===== config.mk =====
export PLATFORM = sky130hd
export DESIGN_NAME = caliptra_prim_shared_reg_arb
export DESIGN_NICKNAME = d
export VERILOG_FILES = /design/src/rtl/caliptra_prim_shared_reg_arb_pkg.sv /design/src/rtl/caliptra_prim_generic_flop.sv /design/src/rtl/caliptra_prim_shared_reg_arb.sv
export SDC_FILE = /design/constraint.sdc
export NUM_CORES = 1
export LEC_CHECK = 0
export CAP_MARGIN = 20
export CELL_PAD_IN_SITES_DETAIL_PLACEMENT = 0
export CELL_PAD_IN_SITES_GLOBAL_PLACEMENT = 1
export CORE_MARGIN = 4
export CORE_UTILIZATION = 30
export DETAILED_ROUTE_END_ITERATION = 12
export PLACE_DENSITY_LB_ADDON = 0.3
export SLEW_MARGIN = 20
export SYNTH_ARGS = -nofsm -noshare
export SYNTH_HDL_FRONTEND = slang
export SYNTH_SLANG_ARGS = --single-unit

===== constraint.sdc =====
create_clock -name clk_i -period 3.6 [get_ports clk_i]
set_input_delay 0.72 -clock clk_i [delete_from_list [all_inputs] [get_ports clk_i]]
set_output_delay 0.72 -clock clk_i [all_outputs]
set_load 0.02 [all_outputs]

===== src/rtl/caliptra_prim_shared_reg_arb_pkg.sv =====
// Shared types and helpers for the shared-register arbiter.
// Holds the FSM state encoding and the index-width helper used by its ports.
package caliptra_prim_shared_reg_arb_pkg;

    typedef enum logic [0:0] {
        StIdle   = 1'b0,
        StLocked = 1'b1
    } arb_state_e;

    // Index width for n requesters; a single requester still needs one bit.
    function automatic int unsigned idx_width(int unsigned n);
        return (n > 1) ? $clog2(n) : 1;
    endfunction

endpackage


===== src/rtl/caliptra_prim_generic_flop.sv =====
// Plain register with asynchronous active-low reset to a parameterised value.
module caliptra_prim_generic_flop #(
    parameter int unsigned      Width      = 1,
    parameter logic [Width-1:0] ResetValue = '0
) (
    input  logic             clk_i,
    input  logic             rst_ni,
    input  logic [Width-1:0] d_i,
    output logic [Width-1:0] q_o
);

    always_ff @(posedge clk_i or negedge rst_ni) begin
        if (!rst_ni) begin
            q_o <= ResetValue;
        end else begin
            q_o <= d_i;
        end
    end

endmodule


===== src/rtl/caliptra_prim_shared_reg_arb.sv =====
// Round-robin arbitrated shared register with an optional owner lock that is
// force-released after LockTimeout idle cycles.
module caliptra_prim_shared_reg_arb
    import caliptra_prim_shared_reg_arb_pkg::*;
#(
    parameter int unsigned      NumReq      = 4,
    parameter int unsigned      Width       = 32,
    parameter logic [Width-1:0] ResetValue  = '0,
    parameter int unsigned      LockTimeout = 16,
    localparam int unsigned     IdxW        = idx_width(NumReq)
) (
    input  logic                         clk_i,
    input  logic                         rst_ni,
    input  logic [NumReq-1:0]            req_i,
    input  logic [NumReq-1:0]            lock_i,
    input  logic [NumReq-1:0][Width-1:0] wdata_i,
    output logic [NumReq-1:0]            gnt_o,
    output logic [Width-1:0]             q_o,
    output logic                         wr_o,
    output logic [IdxW-1:0]              owner_o,
    output logic                         locked_o,
    output logic                         lock_timeout_o
);

    localparam int unsigned     CntW   = $clog2(LockTimeout);
    localparam logic [CntW-1:0] CntMax = CntW'(LockTimeout - 1);

    arb_state_e        state_q, state_d;
    logic [IdxW-1:0]   rr_ptr_q, rr_ptr_d;
    logic [IdxW-1:0]   owner_q, owner_d;
    logic [CntW-1:0]   cnt_q, cnt_d;
    logic              wr_q, wr_d;
    logic              timeout_q, timeout_d;

    logic [NumReq-1:0] arb_gnt;
    logic [IdxW-1:0]   arb_idx;
    logic              arb_found;
    logic [IdxW-1:0]   wr_idx;
    logic              wr_en;
    logic [Width-1:0]  q_d;

    function automatic logic [IdxW-1:0] next_idx(logic [IdxW-1:0] idx);
        return (idx == IdxW'(NumReq - 1)) ? '0 : idx + IdxW'(1);
    endfunction

    // Rotating priority search starting at rr_ptr_q.
    always_comb begin
        logic [IdxW-1:0] cand;
        arb_gnt   = '0;
        arb_idx   = '0;
        arb_found = 1'b0;
        cand      = '0;
        for (int unsigned i = 0; i < NumReq; i++) begin
            cand = IdxW'((32'(rr_ptr_q) + i) % NumReq);
            if (!arb_found && req_i[cand]) begin
                arb_found     = 1'b1;
                arb_idx       = cand;
                arb_gnt[cand] = 1'b1;
            end
        end
    end

    always_ff @(posedge clk_i or negedge rst_ni) begin
        if (!rst_ni) begin
            state_q   <= StIdle;
            rr_ptr_q  <= '0;
            owner_q   <= '0;
            cnt_q     <= '0;
            wr_q      <= 1'b0;
            timeout_q <= 1'b0;
        end else begin
            state_q   <= state_d;
            rr_ptr_q  <= rr_ptr_d;
            owner_q   <= owner_d;
            cnt_q     <= cnt_d;
            wr_q      <= wr_d;
            timeout_q <= timeout_d;
        end
    end

    always_comb begin
        state_d   = state_q;
        rr_ptr_d  = rr_ptr_q;
        owner_d   = owner_q;
        cnt_d     = cnt_q;
        wr_d      = wr_en;
        timeout_d = 1'b0;
        if (wr_en) begin
            owner_d = wr_idx;
        end
        case (state_q)
            StIdle: begin
                if (wr_en) begin
                    rr_ptr_d = next_idx(arb_idx);
                    if (lock_i[arb_idx]) begin
                        state_d = StLocked;
                        cnt_d   = '0;
                    end
                end
            end
            StLocked: begin
                // An owner write on the final count wins over the timeout.
                if (wr_en) begin
                    cnt_d = '0;
                    if (!lock_i[owner_q]) begin
                        state_d  = StIdle;
                        rr_ptr_d = next_idx(owner_q);
                    end
                end else if (cnt_q == CntMax) begin
                    state_d   = StIdle;
                    timeout_d = 1'b1;
                    rr_ptr_d  = next_idx(owner_q);
                    cnt_d     = '0;
                end else begin
                    cnt_d = cnt_q + CntW'(1);
                end
            end
            default: begin
                state_d = StIdle;
            end
        endcase
    end

    always_comb begin
        gnt_o  = '0;
        wr_idx = arb_idx;
        case (state_q)
            StIdle: begin
                gnt_o = arb_gnt;
            end
            StLocked: begin
                gnt_o[owner_q] = req_i[owner_q];
                wr_idx         = owner_q;
            end
            default: begin
                gnt_o = '0;
            end
        endcase
        wr_en = |gnt_o;
    end

    assign q_d            = wr_en ? wdata_i[wr_idx] : q_o;
    assign wr_o           = wr_q;
    assign owner_o        = owner_q;
    assign locked_o       = (state_q == StLocked);
    assign lock_timeout_o = timeout_q;

    caliptra_prim_generic_flop #(
        .Width      (Width),
        .ResetValue (ResetValue)
    ) u_q_flop (
        .clk_i  (clk_i),
        .rst_ni (rst_ni),
        .d_i    (q_d),
        .q_o    (q_o)
    );

    gnt_onehot_a : assert property (@(posedge clk_i) disable iff (!rst_ni) $onehot0(gnt_o));

    for (genvar i = 0; i < NumReq; i++) begin : g_req_hold
        req_hold_a : assert property (@(posedge clk_i) disable iff (!rst_ni)
            (req_i[i] && !gnt_o[i]) |=> (req_i[i] && $stable(wdata_i[i])));
    end

endmodule


# Word-level counts from Yosys, hierarchy flattened
# Index checks and enable logic that the tools add are counted.
# classes
addsub	6
bitwise	5
n_mux	60
eq_ne	7
magnitude_cmp	12
n_reduce_logical	14
# op_table
cell	n
32-bit binary-select mux with 2-bit select	1
32-bit 2-to-1 mux	1
4-bit 2-to-1 mux	8
1-bit 2-to-1 mux	23
2-bit 2-to-1 mux	11
2-bit by 3-bit < comparator with 1-bit output (second input constant)	7
4-bit case mux with 2 select lines	2
1-bit binary-select mux with 2-bit select	7
4-bit bitwise OR	3
1-bit demux with 2-bit select	5
2-bit by 1-bit greater-or-equal comparator with 1-bit output (second input constant)	5
1-bit logical AND	8
2-bit by 1-bit adder with 2-bit output (second input constant)	3
2-bit adder (second input constant)	2
4-bit by 1-bit adder with 4-bit output (second input constant)	1
4-bit bitwise AND	1
2-bit == test (second input constant)	2
4-bit == test (second input constant)	1
2-bit inequality test (second input constant)	2
2-bit case mux with 2 select lines	1
4-bit OR reduction	1
1-bit logical NOT	3
3-bit by 1-bit inequality test with 1-bit output (second input constant)	1
3-bit inequality test (second input constant)	1
4 further kinds	4
# totals
ff_bits	43

# Logic depth before layout (Yosys ltp)
# depth
word_depth	17
depth_mapped	14
mapped_depth_nobuf	9

# Hierarchy
# Synthesis repeated with hierarchy kept, for this count alone.
# unflattened
cells_unflattened	370
area_unflattened_um2	3545.9
# by_module_without_submodules
module	area_per_inst_um2	instances	cells_each	seq_area_each_um2
caliptra_prim_shared_reg_arb	2745.1	1	338	275.3
caliptra_prim_generic_flop	800.8	1	32	800.8

# Worst setup path after synthesis
# OpenSTA, ideal clock, no wires.
# synth_path
kind	flip-flop to flip-flop
from	register (tool-made name)
to	register (tool-made name)
path_stages_with_launch	13
synth_period_minus_slack_ps	3359
t_required_ps	3521
arrival_time_ps	3280
path_slack_ps	241
cell_sequence	dfrtp_1 buf_6 clkbuf_1 inv_1 ha_1 mux4_2 buf_2 mux2i_1 a31oi_1 nor4_4 buf_4 mux2i_1 mux2i_1

# Worst setup path after layout
# layout_path
from	input port req_i[3]
to	output port gnt_o[1]
# layout_via
elab_chain_len	13
word_cells_on_any_way	28
classes_between	mux: 18; bitwise: 4; reduce/logical: 6
# layout_lines
element	line_no	source
start: declaration	caliptra_prim_shared_reg_arb.sv:14	input logic [NumReq-1:0] req_i,
1-bit binary-select mux with 2-bit select	caliptra_prim_shared_reg_arb.sv:55	if (!arb_found && req_i[cand]) begin
1-bit 2-to-1 mux (not written as such)	caliptra_prim_shared_reg_arb.sv:55	
1-bit 2-to-1 mux	caliptra_prim_shared_reg_arb.sv:55	
1-bit logical NOT	caliptra_prim_shared_reg_arb.sv:55	
1-bit logical AND	caliptra_prim_shared_reg_arb.sv:55	
1-bit 2-to-1 mux	caliptra_prim_shared_reg_arb.sv:55	
1-bit logical NOT	caliptra_prim_shared_reg_arb.sv:55	
1-bit logical AND	caliptra_prim_shared_reg_arb.sv:55	
1-bit 2-to-1 mux	caliptra_prim_shared_reg_arb.sv:55	
1-bit logical NOT	caliptra_prim_shared_reg_arb.sv:55	
1-bit logical AND	caliptra_prim_shared_reg_arb.sv:55	
4-bit 2-to-1 mux	caliptra_prim_shared_reg_arb.sv:55	
4-bit case mux with 2 select lines *	caliptra_prim_shared_reg_arb.sv:127	case (state_q)
end: declaration	caliptra_prim_shared_reg_arb.sv:17	output logic [NumReq-1:0] gnt_o,
# Mark *: on every way between the ends. The rest lies on a longest branch, timed or not. The select of a mux whose other input is x is not followed.

==> qor.csv <==
stage,metric,value,unit
sta,rsz0062_at_grt,no,
cts,cts_max_level,2,
die,initial_core_util,30.73,%
synth,synth_flop_cell,dfrtp_1,
synth,ys_seq_area_share,30.54,%
synth,yosysMostFrequentCell,mux2i_1,
synth,yosysWarnings,0,
layout,syn2layout_area_growth,66.23,%
synth,synth.top_cells.by_area,"dfrtp_1, mux2i_1, mux2_2, nand2_1, o21ai_1",
cts,cts_hold_buffers,0,
setup_path,critical_path_class,primary input to primary output,
placed_design,place_ws,-0.2407,ns
routing,drc_errors,0,
outcome,status,"finished, final reports clean",
worst_hold_path,hp-class,primary input to asynchronous set/reset pin,
cts,clk_pin_slew,0.06,ns
power_and_ir_drop,p_total,6.192,mW
grt,grt_usage,16.08,%
sta,fmax,288.9,MHz
cts,cts_made_buffers,5,
synth,synth_cell_types,42,
grt,grt_overflow,0,
sta,whs,0.4247,ns
grt,grt_first_pass_wirelength,17390,um
die,num_io_pins,179,
sta,relSlewSlack,61.94,%
synth,syn-cell-area,3523,sq um
setup_path,r2r-start,rr_ptr_q[1]$_DFFE_PN0P_,
cts,cts_setup_buffers,0,
synth,synthCells,357,
setup_path,worstSetupStartpointType,primary input,
power_and_ir_drop,p_leak,2.488,nW
layout,drive_above_1_share,17.87,%
run,maxCapViolCount,0,
sta,clock_skew,0.002942,ns
routing,via_per_inst,4.877,
die,die_x,116.4,um
grt,grt_max_degree,44,
placed_design,gp_congestion,0.8175,
setup_path,worstPathArrival,2.74,ns
layout,antenna_cells,0,
synth,synth_area_per_cell,9.869,sq um
power_and_ir_drop,vdd_ir_drop_max,0.0005567,V
die,core_area,11470,sq um
setup_path,worstPathCellList,"clkdlybuf4s50_1, mux4_2, nor3b_4, a32oi_1, o31ai_2, clkdlybuf4s15_1",
sta,tightest_slew,0.5709,ns
synth,synth_top_area_share,30.54,%
sta,setup_viol,0,
setup_path,worstSetupEndpointType,primary output,
cts,clk_latency,0.28,ns
routing,antenna_left,0,
power_and_ir_drop,powerDensity,1057,nW/um^2
sta,hold_viol,0,
setup_path,required,2.88,ns
setup_path,critical_path_buf_inv_count,2,
synth,ys_ff_latch,43,
routing,routed_wl,11330,um
setup_path,slowest_delay,0.58,ns
setup_path,worstRegToRegCells,11,
routing,wl_per_cell,16.26,um
die,die_area,13540,sq um
placed_design,hpwlAfterDp,9223,um
routing,drt_iter0_drc,141,
cts,cts_tree,done,
synth,asyncSetResetFlopFracSynth,100.0,%
die,dieHeight,116.4,um
setup_path,rrSetupSlack,0.61,ns
synth,syn-num-nets,506,
setup_path,crit_fanout,6,
placed_design,port_buffers,178,
synth,synth_edf_count,0,
setup_path,crit_slowest_cell,mux4_2,
cts,cts_sinks,43,
setup_path,cp_top_family,buffers and inverters,
sta,slew_viol_final,0,
synth,synth_common_cells,"mux2i_1, nand2_1, dfrtp_1",
grt,antenna_found_initial,0,
sta,timing.final.crit_share,96.14,%
sta,fin_crit,3.461,ns
cts,cts_root_buffer,clkbuf_16,
die,rows,39,
cts,cts_max_path_buffers,2,
routing,first_pass_iters,6,
cts,cts_resized,5,
routing,vias,3399,
grt,grt_pass1_vias,3451,
sta,layout_setup_ws,0.1389,ns
layout,finalNetCount,702,
synth,yosys.area.top_type,dfrtp_1,
## worst max path at each step
stage	from	to	slack [ns]	cells past startpoint
6_report	req_i[3]	gnt_o[1]	0.14	6
5_1_grt	req_i[3]	gnt_o[1]	0.0007	6
4_1_cts	req_i[1]	gnt_o[3]	0.1	7
3_5_place_dp	req_i[3]	gnt_o[3]	-0.24	6
3_3_place_gp	req_i[3]	gnt_o[1]	-0.17	6
2_1_floorplan	register	register	0.24	12
## report_power, final
group          internal, mW  leakage [nW]  switching [mW]  total (mW)
sequential            0.763         0.521           0.141       0.904
combinational          2.46          1.90            2.38        4.85
clock                 0.256        0.0669           0.184       0.440
## cells in the final DEF, fill, tap and decap left out, types with 3 or more instances in the layout
cell	instances
a21oi_1	6
a32oi_1	4
buf_12	6
buf_4	34
clkbuf_16	5
clkdlybuf4s50_1	173
dfrtp_1	43
ha_1	11
inv_1	7
mux2_2	33
mux2i_1	72
mux4_2	7
nand2_1	45
nand3_1	6
nor2_1	9
o21a_1	5
o21ai_0	12
o21ai_1	33
o31ai_2	3
## cell type report
cell class                 instances  area (sq um)
fill                            1076          5610
multi-input combinational        278          2290
timing repair buffer             217          2141
sequential                        43          1076
tap                              143         178.9
clock buffer                       6         128.9
inverter                           8         30.03
clock inverter                     2         12.51
## worst register-to-register path: cells and delay by family (launching register included)
family,cells,cell delay [ns]
muxes,3,0.93
buffers and inverters,3,0.47
adders and majority gates,1,0.41
AOI/OAI and AO/OA,3,0.39
DFF,1,0.35
and+or+nand+nor,1,0.33
## through the flow
step	area, sq um	utilization, %	TNS [ns]	instances
after floorplan	3523	-	0	357
after global placement	5710	49.80	-0.6213	689
after detailed placement	5710	49.80	-1.003	689
after CTS	5853	51.04	0	697
after global routing	5857	51.07	0	697
final	5857	51.07	0	697
## sequential cells by signal, summed over array words and instances, names as in the netlist, named ones only
register / count
wr_o: 1
u_q_flop.q_o: 32
lock_timeout_o: 1
cnt_q: 4
owner_o: 2
locked_o: 1
rr_ptr_q: 1
## layer usage
metal  part of all wire [%]  track usage (%)  wire, um  up-vias
met1                     39            19.76      4472     1584
li1                       -                -         -     1688
met2                     52            29.18      5927      116
met3                    6.7            2.642       763       11
met5                      0                0         0        -
met4                    1.5            4.099       170        0
## cells by family (layout without fill, tap and decap cells)
| kind of cell | count (synthesis) | count (layout) | share of synthesized area, % |
|---|---|---|---|
| and+or+nand+nor | 75 | 75 | 10.05 |
| AOI/OAI and AO/OA | 77 | 77 | 13.78 |
| buffers and inverters | 36 | 233 | 5.362 |
| muxes | 114 | 114 | 36.12 |
| adders and majority gates | 11 | 11 | 3.906 |
| xor gates and xnor gates | 1 | 1 | 0.2486 |
| DFF | 43 | 43 | 30.54 |
No activity file was read; power rests on OpenSTA's default activity.
